### config.mk
export PLATFORM = sky130hd
export DESIGN_NAME = mux_arbiter
export DESIGN_NICKNAME = d
export VERILOG_FILES = /design/src/rtl/mux_arbiter.sv
export SDC_FILE = /design/constraint.sdc
export NUM_CORES = 1
export LEC_CHECK = 0
export CAP_MARGIN = 30
export CORE_MARGIN = 1
export CORE_UTILIZATION = 30
export CTS_BUF_LIST = sky130_fd_sc_hd__clkbuf_4 sky130_fd_sc_hd__clkbuf_8
export DETAILED_ROUTE_END_ITERATION = 10
export GPL_TIMING_DRIVEN = 0
export HOLD_SLACK_MARGIN = 0.05
export PLACE_DENSITY = 0.69
export SLEW_MARGIN = 20
export SYNTH_ARGS = -nofsm -noshare
export SYNTH_HDL_FRONTEND = slang
export SYNTH_SLANG_ARGS = --single-unit
### constraint.sdc
create_clock -name clk -period 3.67 [get_ports clk]
set_input_delay 0.5505 -clock clk [delete_from_list [all_inputs] [get_ports clk]]
set_output_delay 0.5505 -clock clk [all_outputs]
set_load 0.01 [all_outputs]
### src/rtl/mux_arbiter.sv
// Four-requester round-robin arbiter with burst limiting, driving a registered
// 4:1 data mux. Grant rotates on owner release or on burst exhaustion under contention.
module mux_arbiter #(
    parameter int WIDTH     = 32,
    parameter int MAX_BURST = 4
) (
    input  logic             clk,
    input  logic             rst_n,
    input  logic [3:0]       req,
    input  logic [WIDTH-1:0] din0,
    input  logic [WIDTH-1:0] din1,
    input  logic [WIDTH-1:0] din2,
    input  logic [WIDTH-1:0] din3,
    output logic [3:0]       gnt,
    output logic [1:0]       sel,
    output logic [WIDTH-1:0] dout,
    output logic             dout_valid,
    output logic             busy
);

    typedef enum logic {IDLE = 1'b0, GRANT = 1'b1} state_e;

    state_e           state_q, state_d;
    logic [1:0]       ptr_q, ptr_d;
    logic [1:0]       sel_q, sel_d;
    logic [3:0]       cnt_q, cnt_d;
    logic [3:0]       gnt_q, gnt_d;
    logic [WIDTH-1:0] dout_q, dout_d;
    logic             dv_q, dv_d;

    logic [WIDTH-1:0] din_sel;
    logic             xfer, others, last_beat;
    logic [3:0]       cnt_inc;
    logic [1:0]       base, pick;

    // First set bit of r searching base, base+1, base+2, base+3 (mod 4).
    function automatic logic [1:0] first_from(input logic [3:0] r, input logic [1:0] base_i);
        logic [1:0] idx;
        first_from = base_i;
        for (int k = 3; k >= 0; k--) begin
            idx = base_i + 2'(k);
            if (r[idx]) first_from = idx;
        end
    endfunction

    always_comb begin
        case (sel_q)
            2'd0:    din_sel = din0;
            2'd1:    din_sel = din1;
            2'd2:    din_sel = din2;
            default: din_sel = din3;
        endcase
    end

    assign xfer      = (state_q == GRANT) && req[sel_q];
    assign others    = |(req & ~gnt_q);
    assign cnt_inc   = cnt_q + 4'd1;
    assign last_beat = xfer && (cnt_inc == 4'(MAX_BURST));
    // In GRANT a search only happens on rotation, which always restarts after the owner.
    assign base      = (state_q == GRANT) ? sel_q + 2'd1 : ptr_q;
    assign pick      = first_from(req, base);

    always_ff @(posedge clk or negedge rst_n) begin
        if (!rst_n) state_q <= IDLE;
        else        state_q <= state_d;
    end

    always_comb begin
        state_d = state_q;
        if (state_q == IDLE) begin
            if (|req) state_d = GRANT;
        end else begin
            if (!req[sel_q] && !others) state_d = IDLE;
        end
    end

    always_comb begin
        ptr_d  = ptr_q;
        cnt_d  = cnt_q;
        gnt_d  = gnt_q;
        sel_d  = sel_q;
        dout_d = dout_q;
        dv_d   = 1'b0;
        if (state_q == IDLE) begin
            if (|req) begin
                gnt_d = 4'b0001 << pick;
                sel_d = pick;
                cnt_d = '0;
            end
        end else if (xfer) begin
            dout_d = din_sel;
            dv_d   = 1'b1;
            cnt_d  = last_beat ? 4'd0 : cnt_inc;
            if (last_beat && others) begin
                ptr_d = base;
                gnt_d = 4'b0001 << pick;
                sel_d = pick;
            end
        end else begin
            ptr_d = base;
            cnt_d = '0;
            if (others) begin
                gnt_d = 4'b0001 << pick;
                sel_d = pick;
            end else begin
                gnt_d = '0;
            end
        end
    end

    always_ff @(posedge clk or negedge rst_n) begin
        if (!rst_n) begin
            ptr_q  <= '0;
            cnt_q  <= '0;
            gnt_q  <= '0;
            sel_q  <= '0;
            dout_q <= '0;
            dv_q   <= 1'b0;
        end else begin
            ptr_q  <= ptr_d;
            cnt_q  <= cnt_d;
            gnt_q  <= gnt_d;
            sel_q  <= sel_d;
            dout_q <= dout_d;
            dv_q   <= dv_d;
        end
    end

    always_comb begin
        gnt        = gnt_q;
        sel        = sel_q;
        dout       = dout_q;
        dout_valid = dv_q;
        busy       = (state_q == GRANT);
    end

endmodule

Yosys cells after proc, flatten, opt, wreduce, memory -nomap -nowiden. Index checks and enable logic that the tools add are counted.

Input bits: 134. Register bits after elaboration: 46. Word-level logic and storage cells: 77. Output and inout bits: 40.

Reductions and logical operators: 14. Multiplexer cells: 37. Eq/ne operators: 6. Bitwise gates (word level): 2. Shift-type cells: 1. Add/subtract/negate cells: 5. Order comparisons: 5.

Operators by type and width (number): one-hot mux 32 bit (3 select lines) (1); two-way mux 4 bit (9); two-way mux 2 bit (12); < comparator 2 x 3 -> 1 bit (second input constant) (5); binary-select mux 1 bit (select 2 bit) (5); two-way mux 1 bit (10); OR reduction 4 bit (2); AND reduction 2 bit (3); adder 2 x 1 -> 2 bit (second input constant) (2); adder 2 bit (second input constant) (2); adder 4 x 1 -> 4 bit (second input constant) (1); bitwise AND 4 bit (1); == test 4 x 3 -> 1 bit (second input constant) (1); logical AND 1 bit (4); inverter 4 bit (1); left shift 1 x 2 -> 4 bit (first input constant) (1); != test 3 x 1 -> 1 bit (second input constant) (1); != test 3 x 2 -> 1 bit (second input constant) (1); AND reduction 3 bit (1); == test 2 x 1 -> 1 bit (second input constant) (1); == test 2 bit (second input constant) (1); logical NOT 1 bit (2); logical NOT 2 bit (1); != test 2 x 1 -> 1 bit (second input constant) (1); nonzero test 2 bit (1).

Logic depth before layout (Yosys ltp). Gate-level depths: netlist (run 1).

Depth in word-level cells: 13. Gate-level depth with buffers: 7. Mapped depth without buffers: 7.

Worst setup path before layout (run 1). OpenSTA, ideal clock, no wires.

Path kind: reg2reg. Start point: register sel_q[0] (netlist: sel[0]). End point: register gnt_q[0] (netlist: gnt[0]). Cell stages (with the launch flop): 8. Slack: 1729 ps. Clock period less this slack: 1941 ps. Arrival: 1838 ps. Path buffers: 0. Setup time: 103 ps. Required time: 3567 ps. Cells stage by stage: dfrtp_1 inv_1 ha_1 mux2i_1 a31oi_1 a31o_2 and2_4 o41ai_2.

Longest elaborated chain between the ends: 13. Elaborated cells on any way between the ends: 30. Classes of those cells: add/sub (4); eq/ne (1); shift (1); mux (20); reduce/logical (4).

Ends and longest elaborated chain: start: declaration (RTL line 25) `logic [1:0] sel_q, sel_d;`; start signal: assignment (RTL line 123) `sel_q <= sel_d;`; adder 2 x 1 -> 2 bit (RTL line 60) `assign base = (state_q == GRANT) ? sel_q + 2'd1 : ptr_q;`; two-way mux 2 bit (RTL line 60); adder 2 bit (RTL line 41) `idx = base_i + 2'(k);`; binary-select mux 1 bit (select 2 bit) (RTL line 42) `if (r[idx]) first_from = idx;`; two-way mux 1 bit (implied by the code) (RTL line 42); two-way mux 2 bit (4 in series) (RTL line 42); left shift 1 x 2 -> 4 bit (RTL line 86, 96, 103); two-way mux 4 bit (on tied branches) (RTL line 102, 94); two-way mux 4 bit (RTL line 90) `end else if (xfer) begin`; two-way mux 4 bit (RTL line 84) `if (state_q == IDLE) begin`; end signal: assignment (RTL line 122) `gnt_q <= gnt_d;`; end: declaration (RTL line 27) `logic [3:0] gnt_q, gnt_d;`.

Parallel ways exist; a longest one is shown, timed or not. The select of a mux whose other input is x is not followed. A chain may end at the register's enable or synchronous reset.

Worst setup path in the final report (run 1).
Start point: input port req[2]. End point: register dout_q[27] (netlist: dout[27]).

Longest elaborated chain between the ends: 4.

Ends and longest elaborated chain: start: declaration (RTL line 9) `input logic [3:0] req,`; binary-select mux 1 bit (select 2 bit) (RTL line 55) `assign xfer = (state_q == GRANT) && req[sel_q];`; two-way mux 1 bit (implied by the code) (RTL line 55); logical AND 1 bit (RTL line 55); AND reduction 2 bit (no line); end signal: assignment (RTL line 124) `dout_q <= dout_d;`; end: declaration (RTL line 28) `logic [WIDTH-1:0] dout_q, dout_d;`.

No other way between the ends. The select of a mux whose other input is x is not followed.

==> results of run 1 <==
-- final timing paths --
path	from	to	slack, ps
setup / recovery	req[2]	dout[27]	1360
hold / removal	rst_n	dout[8]	230
setup reg to reg	sel[0]	gnt[3]	1400
hold reg to reg	dout[24]	dout[24]	480
max in group asynchronous	rst_n	dout[28]	2890
min in group clk	dout[24]	dout[24]	480
-- per-stage QoR --
step	area, µm²	utilization [%]	cells	worst slack [ps]
after floorplan	2670	-	300	1730
after global placement	4540	52.3	581	775
after detailed placement	4550	52.5	582	1010
after CTS	4650	53.6	590	1350
after global routing	4650	53.6	590	1210
final	4650	53.6	590	1360
-- cell type report --
| type | instances | area (µm²) |
|---|---|---|
| sequential | 46 | 1150 |
| multi-input combinational | 226 | 1400 |
| timing repair buffer | 174 | 1750 |
| clock inverter | 1 | 5.00 |
| fill | 836 | 4030 |
| buffer | 23 | 104 |
| tap | 108 | 135 |
| inverter | 5 | 18.8 |
| clock buffer | 7 | 90.1 |
-- per-layer routing --
layer | share of wire [%] | vias up
li1 | - | 1497
met1 | 41 | 1467
met2 | 50 | 121
met3 | 7.9 | 10
met4 | 0.72 | 0
met5 | 0 | -
-- cell families after synthesis --
logic type | after synthesis | share of synthesized area [%]
mux | 6 | 2.86
compound gates | 118 | 30.6
simple gates | 96 | 16.2
xor+xnor | 1 | 0.328
flops | 46 | 43.1
fa+ha+maj | 5 | 2.34
buf+inv | 28 | 4.59
-- state kept, by name (all words and copies together) (netlist names) --
name / count
dout: 32
cnt_q: 4
gnt: 4
ptr_q: 2
sel: 2
busy: 1
dout_valid: 1
-- cell usage in the layout (no fill, tap or decap), types with 4 or more instances in the layout --
| cell | n |
|---|---|
| clkdlybuf4s50_1 | 172 |
| nand2_1 | 72 |
| o21ai_0 | 69 |
| dfrtp_1 | 46 |
| a222oi_1 | 32 |
| clkbuf_1 | 15 |
| clkbuf_8 | 6 |
| nand2b_1 | 5 |
| ha_1 | 5 |
| nor2_1 | 4 |
-- critical path: cells and delay by family --
family                 cells  cell delay, ps
buffers and inverters      2             940
AOI/OAI and AO/OA          1             190
and+or+nand+nor            1             200
muxes                      1             570
-- power by group through the flow --
stage	combinational, µW	sequential (µW)	clock, µW
6_report	2260	887	331
3_5_place_dp	2280	899	0
4_1_cts	2290	890	341
3_3_place_gp	2240	891	0
5_1_grt	2500	919	359
2_1_floorplan	1210	977	0
==> results.yml, run 1 <==
run_status:
  outcome: "finished clean"
clock_network:
  path_clk_slew_ps: 80
  htreeDepth: 2
  cts_setup_buffers: 0
  cts_tree: "yes"
  clock_path_buffers: 2
  cts_resized: 0
  clock-sinks: 46
  cts_buffers: 5
  cts_hold_buf: 0
  clock-root-buffer: "clkbuf_8"
  clkLatencyLatePin_ps: 300
pwr:
  p_sw_uw: 1510
  combPwrFrac_pct: 65.0
  p_leak_uw: 0.00192
  power_frac_seq_pct: 25.5
  p_sw_share_pct: 43.5
  total_power_uw: 3480
  p_int_uw: 1970
  vdd_ir_drop_max_mv: 0.290
  p_clk_share_pct: 9.5
  powerDensity_nw_per_um2: 748
setup_path:
  end_kind: "flop"
  start_kind: "input pin"
  rr_worst_depth: 6
  cp.required_ps: 3820
  cpPeakStageDelay_ps: 570
  path_cells: "clkdlybuf4s50_1 > mux4_2 > nand2_2 > clkbuf_1 > o21ai_0"
  worstSetupPathType: "input pin to flop"
  slowest_stage: "mux4_2"
  arrival_ps: 2470
  crit_fanout: 10
yosys:
  synth.distinct_cells: 43
  yosys-top-cells-area: "dfrtp_1, o21ai_0, a222oi_1, nand2_1, ha_1"
  yosys.area.top_type_share_pct: 43.1
  yosys.area.top_type: "dfrtp_1"
  synth_seq_cells: 46
  syn_avg_cell_area_um2: 8.91
  synth_edf_count: 0
  synth.most_common_cell: "nand2_1"
  synth_commonest_cells: "nand2_1, o21ai_0, dfrtp_1"
  synth_warnings: 0
  synth_nets: 439
  seq_area_frac_synth_pct: 43.1
  synth_area_um2: 2670
  syn_inst: 300
  async_reset_ff_share_pct: 100
  synth_ff_type: "dfrtp_1"
timing:
  max_freq_mhz: 432
  fin_skew_ps: 10.4
  setup_viol: 0
  grt_setup_unrepaired: "false"
  fin_crit_sh_pct: 63.0
  finalHoldViolCount: 0
  worstMarginPinSlew_ps: 667
  period_minus_slack_ps: 2310
  hold_ws_ps: 233
  timing.setup.tns_ps: 0
  relSlewSlack_pct: 55.4
  slew_violations: 0
die:
  core_um2: 8680
  initial_core_util_pct: 30.8
  dieArea_um2: 9290
  die-width_um: 96.4
  die_h_um: 96.4
  floorplan.io_pins: 174
  std_cell_rows: 34
detailed_routing:
  antenna_left: 0
  viasPerCell: 5.25
  drt-total-wl_um: 10200
  vias: 3095
  routedWlPerCell_um: 17.2
  route.detailed.drc: 0
  first_iter_violations: 192
  first_pass_iters: 6
place:
  globalplace.congestion: 0.809
  place.port_buffers: 173
  hpwlAfterDp_um: 7890
final_layout:
  layout.nets: 620
  area_growth_pct: 74.0
  drive_gt1_share_pct: 6.64
  insertedDiodeCount: 0
global_route:
  grt_pass1_wl_um: 14400
  grt_pass1_vias: 2850
  grt_remaining_overflow: 0
  grt_use_met1_pct: 26.3
  grt_util_met2_pct: 36.7
  grt_max_degree: 26
  grtUsageTotal_pct: 20.7
  grt.busiest_layer: "met2"
  antenna_found_initial: 0
  grtUsageMet3_pct: 3.91
flow_run:
  drv_cap: 0
hold_path:
  hold_class: "input pin to async pin"
(Power assumes the default switching activity.)
==> run 2: changes to the inputs <==
Clock period 3.67 ns to 2.35 ns, I/O delays scaled along.
==> run 2 against run 1 <==
- hold slack worse by 200 ps
- first-iteration DRC count increased by 3.1%
- flip-flop and latch count is the same
- sequential share of layout area is essentially flat
- critical path depth up 2
- clock-buffer cell count did not move
- register-to-register slack worse by 1200 ps
- power rose by 56%
- setup slack got worse by 1200 ps
- cell area grew 0.16%
- combinational power grew 57%
- die area did not move
- highest routed layer unchanged
==> results.yml, run 2 (synthesis results as in run 1) <==
detailed_routing:
  viasPerCell: 5.22
  first_iter_violations: 198
  route.detailed.drc: 0
  vias: 3081
  routedWlPerCell_um: 17.2
  antenna_left: 0
  first_pass_iters: 5
  drt-total-wl_um: 10100
global_route:
  grt_pass1_vias: 2850
  grt_util_met2_pct: 36.7
  grt_max_degree: 26
  grt_use_met1_pct: 26.3
  grt_remaining_overflow: 0
  grt_pass1_wl_um: 14400
  antenna_found_initial: 0
  grt.busiest_layer: "met2"
  grtUsageTotal_pct: 20.7
  grtUsageMet3_pct: 3.91
clock_network:
  cts_resized: 0
  cts_buffers: 5
  clock_path_buffers: 2
  clock-root-buffer: "clkbuf_8"
  cts_tree: "yes"
  clock-sinks: 46
  cts_setup_buffers: 0
  path_clk_slew_ps: 90
  cts_hold_buf: 0
  htreeDepth: 2
  clkLatencyLatePin_ps: 300
timing:
  setup_viol: 0
  timing.setup.tns_ps: 0
  slew_violations: 0
  fin_crit_sh_pct: 91.6
  hold_ws_ps: 37.3
  finalHoldViolCount: 0
  grt_setup_unrepaired: "false"
  period_minus_slack_ps: 2150
  max_freq_mhz: 464
  worstMarginPinSlew_ps: 615
  relSlewSlack_pct: 58.7
  fin_skew_ps: 9.88
setup_path:
  startpoint: "sel[0]"
  start_kind: "flop"
  cp.required_ps: 2550
  arrival_ps: 2360
  critPathBufInv: 1
  slowest_stage: "dfrtp_1"
  r2r_start: "sel[0]"
  worstSetupPathType: "flop to flop"
  path_cells: "inv_1 > ha_1 > mux2i_1 > a31oi_1 > a31o_2 > and2_4 > o41ai_2"
  crit_fanout: 8
  end_kind: "flop"
  cp_top_family: "compound AO/OA/AOI/OAI gates"
  cpPeakStageDelay_ps: 510
final_layout:
  largest_reg_flops: 32
  mostFrequentLayoutCell: "clkdlybuf4s50_1"
  final_core_util_pct: 53.7
  drive_gt1_share_pct: 6.85
  area_growth_pct: 74.3
  final_cell_mix: "clkdlybuf4s50_1, nand2_1, o21ai_0, dfrtp_1, a222oi_1"
  insertedDiodeCount: 0
  num-fill-cells: 834
  layout.nets: 620
die:
  floorplan.io_pins: 174
  die-width_um: 96.4
  initial_core_util_pct: 30.8
  dieArea_um2: 9290
  std_cell_rows: 34
  die_h_um: 96.4
  core_um2: 8680
place:
  globalplace.congestion: 0.809
  hpwlAfterDp_um: 7890
  place.port_buffers: 173
pwr:
  powerDensity_nw_per_um2: 1170
  vdd_ir_drop_max_mv: 0.453
  p_leak_uw: 0.00192
flow_run:
  drv_cap: 0
hold_path:
  hold_class: "input pin to async pin"
run_status:
  outcome: "finished clean"
run 2: cell counts in the layout (fill, tap and decap cells not counted):
Identical to the previous run, type by type.
run 2: per-layer routing:
layer / vias up / wire [µm]
met1: 1459 / 4170
met2: 111 / 5110
met3: 12 / 766
li1: 1499 / -
met5: - / 0
met4: 0 / 87
run 2: layout make-up:
cell class | count | area, µm² | area share (%)
Clock inverter | 1 | 5.00 | 0.107
Inverter | 5 | 18.8 | 0.403
Timing Repair Buffer | 174 | 1750 | 37.5
Tap cell | 108 | 135 | 2.90
Multi-Input combinational cell | 226 | 1410 | 30.2
Sequential cell | 46 | 1150 | 24.7
Buffer | 23 | 104 | 2.23
Clock buffer | 7 | 90.1 | 1.93
run 2: final timing paths:
| check | endpoint | slack, ps | cells past startpoint |
|---|---|---|---|
| min | dout[8] | 40 | 1 |
| max in group asynchronous | dout[29] | 1770 | 2 |
| max | gnt[2] | 200 | 7 |
| max reg2reg | gnt[2] | 200 | 7 |
| min in group clk | dout[24] | 480 | 2 |
| min reg2reg | dout[24] | 480 | 2 |
run 2: metrics by stage:
| step | cell area, µm² | power [µW] | cells | setup slack (ps) |
|---|---|---|---|---|
| floorplan | 2670 | 3410 | 300 | 409 |
| global placement | 4540 | 4890 | 581 | -347 |
| detailed placement | 4550 | 4960 | 582 | -111 |
| CTS | 4650 | 5500 | 590 | 106 |
| global route | 4660 | 5920 | 590 | 4.96 |
| finish | 4660 | 5440 | 590 | 196 |
run 2: worst reg2reg max path, stage by stage (launching register included):
cell     delay (ps)
dfrtp_1         510
inv_1           110
ha_1            340
mux2i_1         310
a31oi_1          70
a31o_2          240
and2_4          180
o41ai_2         310
run 2: where the power goes:
part | total (µW) | internal [µW] | switching (µW)
combinational | 3540 | 1660 | 1880
clock | 515 | 249 | 266
sequential | 1390 | 1170 | 219
total | 5440 | 3080 | 2360
==> run 3: changes to the inputs <==
Settings changed: CORE_UTILIZATION 30 to 45, DONT_BUFFER_PORTS from default to 1, GPL_ROUTABILITY_DRIVEN from default to 0, PLACE_DENSITY 0.69 to default.
==> run 3 against run 2 <==
- global-route usage rose by 4.2 points
- first-iteration DRC count rose by 45%
- core utilization fell by 1.0 points
- cell area fell by 37%
- wire length fell by 23%
- fmax fell by 2.7%
- sequential share of layout area rose by 14 points
- setup slack got worse by 59 ps
- hold slack improved by 220 ps
==> results.yml, run 3 (synthesis results as in run 1) <==
timing:
  setup_viol: 0
  relSlewSlack_pct: 57.8
  fin_skew_ps: 4.75
  timing.setup.tns_ps: 0
  slew_violations: 0
  period_minus_slack_ps: 2210
  grt_setup_unrepaired: "false"
  fin_crit_sh_pct: 94.2
  finalHoldViolCount: 0
  hold_ws_ps: 255
  max_freq_mhz: 452
  setup_ws_ps: 137
  worstMarginPinSlew_ps: 628
clock_network:
  path_clk_slew_ps: 90
  clock-sinks: 46
  cts_tree: "yes"
  clock-root-buffer: "clkbuf_8"
  clock_path_buffers: 2
  htreeDepth: 2
  clkLatencyLatePin_ps: 300
  cts_buffers: 5
detailed_routing:
  first_iter_violations: 287
  vias: 2450
  route.detailed.drc: 0
  routedWlPerCell_um: 20.4
  viasPerCell: 6.41
  antenna_left: 0
  first_pass_iters: 5
  drt-total-wl_um: 7800
final_layout:
  drive_gt1_share_pct: 10.6
  area_growth_pct: 10.4
  insertedDiodeCount: 0
  mostFrequentLayoutCell: "nand2_1"
  layout.nets: 448
  instances_no_fill: 382
  final_core_util_pct: 52.6
  largest_reg_flops: 32
  final_cell_mix: "nand2_1, o21ai_0, dfrtp_1, a222oi_1, clkbuf_1"
pwr:
  combPwrFrac_pct: 51.0
  powerDensity_nw_per_um2: 1620
  p_clk_share_pct: 15.3
  p_leak_uw: 0.00128
  power_frac_seq_pct: 33.7
  p_sw_share_pct: 45.8
  p_sw_uw: 2190
  vdd_ir_drop_max_mv: 0.633
  p_int_uw: 2590
run_status:
  outcome: "finished clean"
die:
  core_um2: 5610
  dieArea_um2: 6250
  die-width_um: 79.1
  std_cell_rows: 27
  die_h_um: 79.1
  floorplan.io_pins: 174
  initial_core_util_pct: 47.7
hold_path:
  hold_class: "input pin to flop"
  holdCritStartpoint: "din3[31]"
  hold_end: "dout[31]"
  hold_path_depth: 2
setup_path:
  critPathBufInv: 1
  timing.rr.end: "gnt[0]"
  arrival_ps: 2410
  end_kind: "flop"
  cp_top_family: "compound AO/OA/AOI/OAI gates"
  crit_fanout: 5
  cp.required_ps: 2550
  r2r_start: "sel[1]"
  regToRegSetupSlack_ps: 140
  path_cells: "inv_1 > ha_1 > mux2i_1 > a31oi_1 > a31o_2 > and2_4 > o41ai_2"
  worstSetupPathType: "flop to flop"
  slowest_stage: "dfrtp_1"
  start_kind: "flop"
  rr_worst_depth: 7
  cpPeakStageDelay_ps: 490
place:
  hpwlAfterDp_um: 5800
  place.port_buffers: 0
  placed_cells: 372
  post-place-ws_ps: 41.7
global_route:
  antenna_found_initial: 0
  grtUsageTotal_pct: 24.9
  grt_pass1_vias: 2213
  grt.busiest_layer: "met2"
  grt_util_met2_pct: 39.9
  grt_use_met1_pct: 33.9
  grt_remaining_overflow: 0
  grtUsageMet3_pct: 5.40
  grt_pass1_wl_um: 11800
  grt_max_degree: 47
flow_run:
  drv_cap: 0
-- run 3: routing by layer --
layer	vias up	wire [µm]
met1	1176	3240
met5	-	0
met3	7	671
li1	1153	-
met2	114	3800
met4	0	83
-- run 3: how the worst max path moves through the flow --
stage	start	cells past startpoint	to	slack, ps
after floorplan	sel[0]	7	gnt[0]	410
after global placement	sel[0]	6	gnt[3]	110
after detailed placement	sel[0]	6	gnt[3]	40
after CTS	sel[0]	6	gnt[3]	20
after global routing	sel[1]	7	gnt[2]	10
final	sel[1]	7	gnt[0]	140
-- run 3: final cells by class --
cell class	instances	area (µm²)
well taps	72	90.1
clock buffers	6	82.6
flip-flops and latches	46	1150
inverters	5	18.8
fillers	563	2660
clock inverters	2	60.1
repair buffers	2	37.5
plain buffers	23	104
multi-input cells	226	1410
-- run 3: repair_timing --
item / 4_1_cts / 5_1_grt
setup endpoints to repair: 0 / 5
hold buffers: 2 / 0
resized for setup: 0 / 2
endpoints found under the hold margin: 46 / 0
setup buffers: 0 / 0
-- run 3: through the flow --
step	power (µW)	cell area, µm²
floorplan	3410	2670
global placement	3990	2760
detailed placement	4050	2760
CTS	4810	2940
global route	5220	2950
finish	4780	2950
-- run 3: worst register-to-register path, stage by stage, from the launching register on --
cell and delay (ps):
dfrtp_1 490, inv_1 130, ha_1 320, mux2i_1 370
a31oi_1 80, a31o_2 240, and2_4 170, o41ai_2 310
-- run 3: power groups by stage --
| stage | clock [µW] | combinational, µW | sequential, µW |
|---|---|---|---|
| after global routing | 777 | 2790 | 1660 |
| after detailed placement | 0 | 2410 | 1630 |
| after global placement | 0 | 2370 | 1630 |
| final | 731 | 2440 | 1610 |
| after floorplan | 0 | 1880 | 1530 |
| after CTS | 745 | 2450 | 1620 |
